--- src/rtl/mem_responder_pkg.sv ---
// Shared constants for the CPU memory request bus: FSM encoding, default widths
// and the byte-to-word index shift.
package mem_bus_pkg;

  localparam logic [1:0] ST_IDLE = 2'd0;
  localparam logic [1:0] ST_WAIT = 2'd1;
  localparam logic [1:0] ST_RESP = 2'd2;

  localparam int DEF_ADDR_W = 32;
  localparam int DEF_DATA_W = 32;

  localparam int WORD_SHIFT = 2;

endpackage

--- src/rtl/mem_responder_if.sv ---
// CPU-to-memory request/response bundle; the CPU drives the master side and the
// responder sits on the slave side.
interface mem_responder_if
  import mem_bus_pkg::*;
#(
  parameter int ADDR_W = DEF_ADDR_W,
  parameter int DATA_W = DEF_DATA_W
) ();

  logic              req;
  logic              we;
  logic [ADDR_W-1:0] addr;
  logic [DATA_W-1:0] wdata;
  logic              ready;
  logic [DATA_W-1:0] rdata;
  logic              err;
  logic              busy;

  modport master (
    output req, we, addr, wdata,
    input  ready, rdata, err, busy
  );

  modport slave (
    input  req, we, addr, wdata,
    output ready, rdata, err, busy
  );

endinterface

--- src/rtl/mem_responder_mem_array.sv ---
// Word storage for the responder: one synchronous write port, one combinational
// read port, contents deliberately left unreset.
module mem_array #(
  parameter int DEPTH  = 64,
  parameter int DATA_W = 32
) (
  input  logic                     clk,
  input  logic                     wr_en,
  input  logic [$clog2(DEPTH)-1:0] wr_idx,
  input  logic [DATA_W-1:0]        wr_data,
  input  logic [$clog2(DEPTH)-1:0] rd_idx,
  output logic [DATA_W-1:0]        rd_data
);

  logic [DATA_W-1:0] mem [DEPTH];

  always_ff @(posedge clk) begin
    if (wr_en) begin
      mem[wr_idx] <= wr_data;
    end
  end

  assign rd_data = mem[rd_idx];

endmodule

--- src/rtl/mem_responder.sv ---
// Memory-side target of the CPU request bus: accepts one request, waits
// WAIT_CYCLES, then commits/reads and pulses ready for one cycle.
module mem_responder
  import mem_bus_pkg::*;
#(
  parameter int                ADDR_W      = DEF_ADDR_W,
  parameter int                DATA_W      = DEF_DATA_W,
  parameter int                DEPTH       = 64,
  parameter int                WAIT_CYCLES = 2,
  parameter logic [ADDR_W-1:0] BASE_ADDR   = '0
) (
  input  logic            clk,
  input  logic            reset_n,
  mem_responder_if.slave  bus
);

  localparam int CNT_W = (WAIT_CYCLES > 0) ? $clog2(WAIT_CYCLES + 1) : 1;
  localparam int IDX_W = $clog2(DEPTH);

  logic [1:0]        state;
  logic [CNT_W-1:0]  cnt;
  logic              lat_we;
  logic [ADDR_W-1:0] lat_addr;
  logic [DATA_W-1:0] lat_wdata;
  logic              ready_r;
  logic              err_r;
  logic [DATA_W-1:0] rdata_r;

  logic              accept;
  logic              enter_resp;
  logic              cur_we;
  logic [ADDR_W-1:0] cur_addr;
  logic [DATA_W-1:0] cur_wdata;
  logic [ADDR_W-1:0] off;
  logic              misaligned;
  logic              out_of_range;
  logic              access_err;
  logic [IDX_W-1:0]  idx;
  logic              mem_we;
  logic [DATA_W-1:0] mem_rdata;

  assign accept     = (state == ST_IDLE) && bus.req;
  assign enter_resp = (accept && (WAIT_CYCLES == 0)) ||
                      ((state == ST_WAIT) && (cnt == CNT_W'(1)));

  // With zero wait states the response is formed on the accepting edge, so the
  // live bus fields stand in for the not-yet-latched copies.
  assign cur_we    = (state == ST_IDLE) ? bus.we    : lat_we;
  assign cur_addr  = (state == ST_IDLE) ? bus.addr  : lat_addr;
  assign cur_wdata = (state == ST_IDLE) ? bus.wdata : lat_wdata;

  assign off          = cur_addr - BASE_ADDR;
  assign misaligned   = |cur_addr[WORD_SHIFT-1:0];
  assign out_of_range = (cur_addr < BASE_ADDR) ||
                        ((off >> WORD_SHIFT) >= ADDR_W'(DEPTH));
  assign access_err   = misaligned || out_of_range;
  assign idx          = off[IDX_W+WORD_SHIFT-1:WORD_SHIFT];
  assign mem_we       = enter_resp && cur_we && !access_err;

  mem_array #(
    .DEPTH  (DEPTH),
    .DATA_W (DATA_W)
  ) u_mem (
    .clk     (clk),
    .wr_en   (mem_we),
    .wr_idx  (idx),
    .wr_data (cur_wdata),
    .rd_idx  (idx),
    .rd_data (mem_rdata)
  );

  always_ff @(posedge clk or negedge reset_n) begin
    if (!reset_n) begin
      state     <= ST_IDLE;
      cnt       <= '0;
      lat_we    <= 1'b0;
      lat_addr  <= '0;
      lat_wdata <= '0;
      ready_r   <= 1'b0;
      err_r     <= 1'b0;
      rdata_r   <= '0;
    end else begin
      ready_r <= enter_resp;
      case (state)
        ST_IDLE: begin
          if (bus.req) begin
            lat_we    <= bus.we;
            lat_addr  <= bus.addr;
            lat_wdata <= bus.wdata;
            cnt       <= CNT_W'(WAIT_CYCLES);
            state     <= (WAIT_CYCLES > 0) ? ST_WAIT : ST_RESP;
          end
        end
        ST_WAIT: begin
          cnt <= cnt - CNT_W'(1);
          if (cnt == CNT_W'(1)) begin
            state <= ST_RESP;
          end
        end
        ST_RESP: state <= ST_IDLE;
        default: state <= ST_IDLE;
      endcase
      // rdata/err persist after the pulse until the next response overwrites them.
      if (enter_resp) begin
        err_r   <= access_err;
        rdata_r <= access_err ? '0 : (cur_we ? cur_wdata : mem_rdata);
      end
    end
  end

  assign bus.ready = ready_r;
  assign bus.err   = err_r;
  assign bus.rdata = rdata_r;
  assign bus.busy  = (state != ST_IDLE);

endmodule
--- src/flat_wrapper.sv ---
// flat-port wrapper written by rule: the top's interface ports become plain ports
module mem_responder_flat import mem_bus_pkg::*;
#(
  parameter int                ADDR_W      = DEF_ADDR_W,
  parameter int                DATA_W      = DEF_DATA_W,
  parameter int                DEPTH       = 64,
  parameter int                WAIT_CYCLES = 2,
  parameter logic [ADDR_W-1:0] BASE_ADDR   = '0
)
  (clk, reset_n, bus_req, bus_we, bus_addr, bus_wdata, bus_ready, bus_rdata, bus_err, bus_busy);
  mem_responder_if #(.ADDR_W(ADDR_W), .DATA_W(DATA_W)) bus_i ();
  input  logic clk;
  input  logic reset_n;
  input wire logic [$bits(bus_i.req)-1:0] bus_req;
  input wire logic [$bits(bus_i.we)-1:0] bus_we;
  input wire logic [$bits(bus_i.addr)-1:0] bus_addr;
  input wire logic [$bits(bus_i.wdata)-1:0] bus_wdata;
  output wire logic [$bits(bus_i.ready)-1:0] bus_ready;
  output wire logic [$bits(bus_i.rdata)-1:0] bus_rdata;
  output wire logic [$bits(bus_i.err)-1:0] bus_err;
  output wire logic [$bits(bus_i.busy)-1:0] bus_busy;
  assign bus_i.req = bus_req;
  assign bus_i.we = bus_we;
  assign bus_i.addr = bus_addr;
  assign bus_i.wdata = bus_wdata;
  assign bus_ready = bus_i.ready;
  assign bus_rdata = bus_i.rdata;
  assign bus_err = bus_i.err;
  assign bus_busy = bus_i.busy;
  mem_responder #(.ADDR_W(ADDR_W), .DATA_W(DATA_W), .DEPTH(DEPTH), .WAIT_CYCLES(WAIT_CYCLES), .BASE_ADDR(BASE_ADDR)) u_core (.clk(clk), .reset_n(reset_n), .bus(bus_i));
endmodule
--- config.mk ---
export PLATFORM = sky130hd
export DESIGN_NAME = mem_responder_flat
export DESIGN_NICKNAME = d
export VERILOG_FILES = /design/src/rtl/mem_responder_pkg.sv /design/src/rtl/mem_responder_if.sv /design/src/rtl/mem_responder_mem_array.sv /design/src/rtl/mem_responder.sv /design/src/flat_wrapper.sv
export SDC_FILE = /design/constraint.sdc
export NUM_CORES = 2
export LEC_CHECK = 0
export CAP_MARGIN = 25
export CORE_ASPECT_RATIO = 1.25
export CORE_UTILIZATION = 62
export CTS_CLUSTER_DIAMETER = 40
export DETAILED_ROUTE_END_ITERATION = 10
export GPL_TIMING_DRIVEN = 1
export PLACE_DENSITY_LB_ADDON = 0.12
export SLEW_MARGIN = 5
export SYNTH_ARGS = -nofsm -noshare
export SYNTH_HDL_FRONTEND = slang
export SYNTH_HIERARCHICAL = 1
export SYNTH_SLANG_ARGS = --single-unit
--- constraint.sdc ---
create_clock -name clk -period 6.8 [get_ports clk]
set_input_delay 1.02 -clock clk [delete_from_list [all_inputs] [get_ports clk]]
set_output_delay 1.02 -clock clk [all_outputs]
set_load 0.01 [all_outputs]
---- Yosys cells after proc, flatten, opt, wreduce, memory -nomap -nowiden ----
Memory sizes are Yosys's and may differ from the RTL's.
Index checks and enable logic that the tools add are counted.
storage, ports and cells
  flip-flop bits (word level) ............. 103
  bits in latches ......................... 0
  memory bits (writable) .................. 2048
  memory bits (read-only) ................. 0
  input bits .............................. 68
  output and inout bits ................... 35
  logic and storage cells ................. 41
  memories kept ........................... 1
operators by class
  add/sub/neg operators ................... 1
  multipliers ............................. 0
  div/mod/pow operators ................... 0
  magnitude comparators ................... 2
  equal/unequal tests ..................... 4
  shifts and indexed selects .............. 0
  multiplexer cells ....................... 12
  bitwise operators ....................... 0
  reduce and logical (&&, ||, !) cells .... 13
memory list
  memory            words  bits a word  read ports  clocked after memory_dff  write ports  line                           text
  u_core.u_mem.mem  64     32           1           0                         1            mem_responder_mem_array.sv:15  logic [DATA_W-1:0] mem [DEPTH];
operators with widths
  kind                                                                 number
  two-way mux 32 bit                                                   4
  < comparator 32 x 1 -> 1 bit (second input constant)                 1
  greater-or-equal comparator 30 x 7 -> 1 bit (second input constant)  1
  case mux 2 bit (2 select lines)                                      2
  two-way mux 2 bit                                                    3
  AND reduction 2 bit                                                  3
  equality test 2 x 1 -> 1 bit (second input constant)                 2
  != test 2 bit (second input constant)                                2
  nonzero test 2 bit                                                   2
  logical AND 1 bit                                                    3
  two-way mux 1 bit                                                    3
  zero test 2 bit                                                      1
  logical OR 1 bit                                                     2
  OR reduction 2 bit                                                   1
  subtractor 2 x 1 -> 2 bit (second input constant)                    1
  zero test 1 bit                                                      1

---- Logic depth before layout (Yosys ltp) ----
  word-level depth ........................ 9
  mapped depth ............................ 15
  gate-level depth less buffers ........... 11

---- Modules after synthesis ----
The synthesis kept the hierarchy.
modules (own cells, without submodules)
  module         instances  cells an instance  area each (µm²)  sequential area each (µm²)
  mem_array      1          3292               77874.7          61499.0
  mem_responder  1          368                4932.2           2577.5

---- Least setup slack after synthesis ----
Ideal clock, no wire load.
  kind .................................... input to register
  from .................................... input port bus_addr[25]
  to ...................................... memory u_core.u_mem.mem[48][0], enable pin
  setup time .............................. 0.461 ns
  arrival time ............................ 4.797 ns
  required time ........................... 6.339 ns
  path slack .............................. 1.542 ns
  stages .................................. 8
  buffers on the path ..................... 1
  cell sequence ........................... nor4_1 -> nand4_1 -> a211oi_4 -> buf_6 -> and2_1 -> nor2b_1 -> nand4b_1 -> nor3_1
on the way
  word-level cells in the longest chain between the ends .. 8
  elaborated cells between the ends (all ways) .. 9
  classes of those cells .................. 2 x order compare; 3 x mux; 4 x reduce/logical
ends and longest elaborated chain
  element                                                                                      line                                      text
  start, declared                                                                              flat_wrapper.sv:16                        input wire logic [$bits(bus_i.addr)-1:0] bus_addr;
  two-way mux 32 bit (*)                                                                       mem_responder.sv:49                       assign cur_addr = (state == ST_IDLE) ? bus.addr : lat_addr;
  < comparator 32 x 1 -> 1 bit or greater-or-equal comparator 30 x 7 -> 1 bit (tied branches)  mem_responder.sv:54, mem_responder.sv:55
  logical OR 1 bit (*)                                                                         mem_responder.sv:54                       assign out_of_range = (cur_addr < BASE_ADDR) ||
  logical OR 1 bit (*)                                                                         mem_responder.sv:56                       assign access_err = misaligned || out_of_range;
  zero test 1 bit (*)                                                                          mem_responder.sv:58                       assign mem_we = enter_resp && cur_we && !access_err;
  logical AND 1 bit (*)                                                                        mem_responder.sv:58
  via u_core.mem_we                                                                            mem_responder.sv:39                       logic mem_we;
  two-way mux 1 bit (*)                                                                        mem_responder_mem_array.sv:18             if (wr_en) begin
  two-way mux 1 bit (not written as such) (*)                                                  mem_responder_mem_array.sv:19             mem[wr_idx] <= wr_data;
  end, declared                                                                                mem_responder_mem_array.sv:15
The timed path passes the listed nets; every way through them passes the cells marked *.

---- Final worst setup path ----
  from .................................... register u_core.state[1]
  to ...................................... memory u_core.u_mem.mem[62][11], enable pin
on the way
  word-level cells in the longest chain between the ends .. 9
  elaborated cells between the ends (all ways) .. 15
  classes of those cells .................. 2 x order compare; 1 x eq/ne; 4 x mux; 8 x reduce/logical
ends and longest elaborated chain
  element                                                                                      line                                      text
  start, declared                                                                              mem_responder.sv:20                       logic [1:0] state;
  start signal, assigned                                                                       mem_responder.sv:91                       state <= (WAIT_CYCLES > 0) ? ST_WAIT : ST_RESP;
  zero test 2 bit                                                                              mem_responder.sv:48, mem_responder.sv:49
  two-way mux 32 bit                                                                           mem_responder.sv:49
  < comparator 32 x 1 -> 1 bit or greater-or-equal comparator 30 x 7 -> 1 bit (tied branches)  mem_responder.sv:54, mem_responder.sv:55
  logical OR 1 bit                                                                             mem_responder.sv:54
  logical OR 1 bit                                                                             mem_responder.sv:56
  zero test 1 bit                                                                              mem_responder.sv:58
  logical AND 1 bit (*)                                                                        mem_responder.sv:58
  via u_core.mem_we                                                                            mem_responder.sv:39
  two-way mux 1 bit (*)                                                                        mem_responder_mem_array.sv:18
  two-way mux 1 bit (not written as such) (*)                                                  mem_responder_mem_array.sv:19
Marks and branches as above.

==> results.md <==
## Outcome
- complete, but fails checks — result of the run
- design-rule violations — failing checks

## Drt
- 8 — Pre-antenna DRT Iters
- 35.4 um — average wire per standard cell
- 40496 — detailed-route via count
- 6.92 — per-cell via count in the routed design
- 207000 um — Total Routed Length
- 0 — number of nets with antenna violations after detailed routing
- 4981 — Starting DRT DRC Count
- 16 — DR DRC count

## Setup path
- nor2_4 > buf_4 > nand4_1 > a211oi_4 > and2_1 > nor2b_1 > nand3_1 > nor2_4 > buf_4 — Critical Path, Cell by Cell
- reg -> reg — category of the critical setup timing path
- flop — CP endpoint kind
- 750 ps — critical path's largest stage delay
- 2 — buffers plus inverters on the worst setup path
- simple AND/OR/NAND/NOR gates — family with the most delay on the worst path
- 29 — largest fanout of any net on the critical path
- flop — kind of start point of the critical path
- 7290 ps — worst path required time
- 5660 ps — Critical Path AT
- sky130_fd_sc_hd__nand3_1 — slowest stage cell on the critical path

## Power
- 0.000521 V — IR Drop Worst-Case VDD
- 35.7% — combinational cell fraction of total power
- 29.4 mW — Internal
- 38.9% — Seq pwr share
- 474 mW/mm^2 — total power per unit cell area
- 29.7 nW — leakage
- 33.9% — switching part of the total power
- 15.1 mW — Switch Pwr
- 25.4% — clock share of power

## Placement
- 123000 um — sum of net half-perimeters after detailed placement
- 5462 — number of cells after detailed placement
- 0.864 — last weighted congestion value of the routability-driven placer
- 102 — number of port buffers

## Synthesis
- 47 — synth unique cells
- sky130_fd_sc_hd__edfxtp_1 74%, sky130_fd_sc_hd__mux4_2 15%, sky130_fd_sc_hd__dfrtp_1 3.1%, sky130_fd_sc_hd__mux2_2 1.4%, sky130_fd_sc_hd__mux2i_1 1.1% — top area cells in the synthesized netlist
- 2151 — FF+latch count, synth
- 0.0828 sq mm — post-synth design cell area
- 77.4% — fraction of the yosys area taken by sequential cells
- 4.79% — share of async-settable or async-resettable flops after synthesis
- 2048 — count of flip-flops with a built-in enable after synthesis
- 74.3% — area fraction of the dominant cell type after synthesis
- 3729 — nets in the synthesized netlist
- 22.6 sq um — Avg Inst Size Synth
- 3660 — number of instances in the synthesized netlist
- sky130_fd_sc_hd__edfxtp_1 — main flop type after synthesis
- 6 — count of yosys warnings during synthesis
- sky130_fd_sc_hd__edfxtp_1 — Synth area leader

## Die
- 329 um — die width
- 149 — Rows
- 0.132 sq mm — Floorplan Core Area
- 411 um — Vert. Die Dim
- 0.135 sq mm — overall die area
- 103 — IO Pins
- 62.6% — effective utilization at floorplan

## STA
- 193 MHz — maximum achievable frequency
- 1100 ps — Worst Max-Slew Pin Slew
- 0 — Final Hold Fails
- 0 ps — total negative slack for setup checks
- 0 — number of setup violations in the final report
- 76.0% — ratio of final minimum period to clock period
- no — setup repair after global routing missed its margin
- 5170 ps — fin crit period
- 0 — Max Slew Vio Count
- 228 ps — tightest hold margin
- 25.6 ps — final clock skew
- 26.6% — Slew Limit Headroom

## Final layout
- 5850 — count of placed standard cells in the final layout, fillers left out
- 29.5% — share of cells above drive strength 1
- 13.4% — Layout area overhead
- 4009 — Net count, final

## Job
- 0 — MaxCap Viol Count

## GRT
- 102 — largest net degree at the start of global routing
- 41418 — number of global-route vias before repair
- 5 — antenna violations before repair
- 297000 um — first-pass GRT wire length
- 31.5% — aggregate global-route resource usage
- 0 — total grt overflow

## Clock tree
- 0 — Resized cells post-CTS
- 840 ps — worst-skew pair later-pin latency
- 0 — buffers inserted by post-CTS timing repair
- sky130_fd_sc_hd__clkbuf_16 — buffer type at the clock tree root
- 3 — Clock Tree Buf Depth
- 207 — number of buffers inserted during clock tree synthesis
- 0 — hold buffers post-CTS
- 2151 — clk sinks
- 60 ps — Clk pin slew, worst setup/hold paths
- 4 — maximum level of the CTS H-tree
- built — TritonCTS clock tree

## Min path
- in -> async — classification of the worst-slack hold path

-- power groups by stage --
stage               logic [mW]  clock network (mW)  registers [mW]
floorplan                 9.89                   0            17.5
global placement          15.1                   0            17.6
detailed placement        15.6                   0            17.6
CTS                       15.7                11.4            17.3
global route              16.5                11.9            17.3
finish                    15.9                11.3            17.3
-- cell usage after synthesis (all sizes together) (3+ instances only) --
| library cell | n |
|---|---|
| or3b | 6 |
| o22a | 33 |
| a41o | 4 |
| a21oi | 62 |
| nor2 | 143 |
| o32ai | 4 |
| buf | 120 |
| nand3b | 5 |
| nand2 | 28 |
| or3 | 3 |
| dfrtp | 103 |
| and3 | 4 |
| a22o | 32 |
| nor2b | 15 |
| o221ai | 27 |
| nor3 | 10 |
| mux2 | 103 |
| and2 | 4 |
| a22oi | 12 |
| a311oi | 8 |
| nand2b | 9 |
| o21a | 32 |
| nor4 | 7 |
| mux4 | 544 |
| clkbuf | 90 |
| nand4 | 4 |
| or2 | 4 |
| inv | 5 |
| mux2i | 94 |
| nand3 | 6 |
| o21ai | 3 |
| o22ai | 84 |
| edfxtp | 2048 |
-- logic make-up after synthesis --
| group | synth area share (%) |
|---|---|
| DFF | 77.4 |
| muxes | 17.3 |
| AOI/OAI and AO/OA | 2.61 |
| and+or+nand+nor | 1.39 |
| buffers and inverters | 1.27 |
| adders and majority gates | 0.0151 |
-- placed cells by master, fill, tap and decap left out, drive strengths merged, types with 5 or more instances in the layout --
cell type	synthesis	routed
nor2b	15	15
o221ai	27	27
mux2i	94	94
clkinv	0	87
o22ai	84	84
nand3b	5	5
o22a	33	33
a311oi	8	8
inv	5	26
a22oi	12	12
nand2b	9	9
a22o	32	32
mux4	544	544
clkbuf	90	244
a21oi	62	62
dfrtp	103	103
nor4	7	7
edfxtp	2048	2048
nand3	6	6
mux2	103	103
clkinvlp	0	13
or3b	6	6
clkdlybuf4s50	0	101
bufinv	0	17
nor2	143	143
o21a	32	32
nor3	10	10
buf	120	180
nand2	28	28
-- worst paths after layout --
path / start / endpoint / slack (ps) / cells past startpoint
worst max-delay path: u_core/state[1] / u_core/u_mem/mem[62][11] / 1630 / 9
worst min-delay path: reset_n / u_core/lat_addr[18] / 230 / 1
worst max register to register: u_core/state[1] / u_core/u_mem/mem[62][11] / 1630 / 9
worst min register to register: u_core/cnt[1] / u_core/cnt[1] / 500 / 1
max in group asynchronous: reset_n / u_core/bus.rdata[6] / 5190 / 2
min in group clk: u_core/cnt[1] / u_core/cnt[1] / 500 / 1
-- state kept, by name, indices dropped and copies added (netlist names) --
register / count
u_core/bus.ready: 1
u_core/u_mem/mem: 2048
u_core/lat_addr: 32
u_core/lat_wdata: 32
u_core/cnt: 2
u_core/lat_we: 1
u_core/bus.rdata: 32
u_core/state: 2
u_core/bus.err: 1
-- routing by layer --
metal	vias to the layer above	routed length, um	global-route usage, %
met1	21654	73100	41.3
met4	4	7720	12.0
met3	389	19500	6.34
li1	16147	-	-
met2	2302	107000	52.5
met5	-	27	0
-- stage by stage --
stage          utilization (%)  instance area (sq um)  power, mW  setup WS [ps]
3_3_place_gp              65.8                  86900       32.7           1540
4_1_cts                   71.0                  93800       44.4           1710
5_1_grt                   71.1                  93900       45.7           1490
6_report                  71.1                  93900       44.5           1630
2_1_floorplan                -                  82800       27.4           1540
3_5_place_dp              65.9                  87100       33.2           1390
-- layout make-up --
type                       instances  area (sq um)
tap                             1736          2170
clock inverter                   138          1280
sequential                      2151         64100
clock buffer                     244          5430
inverter                           5          23.8
multi-input combinational       1294         18200
antenna                            1          2.50
fill                            7564         38200
timing repair buffer             281          2730
No activity file was read; power rests on OpenSTA's default activity.
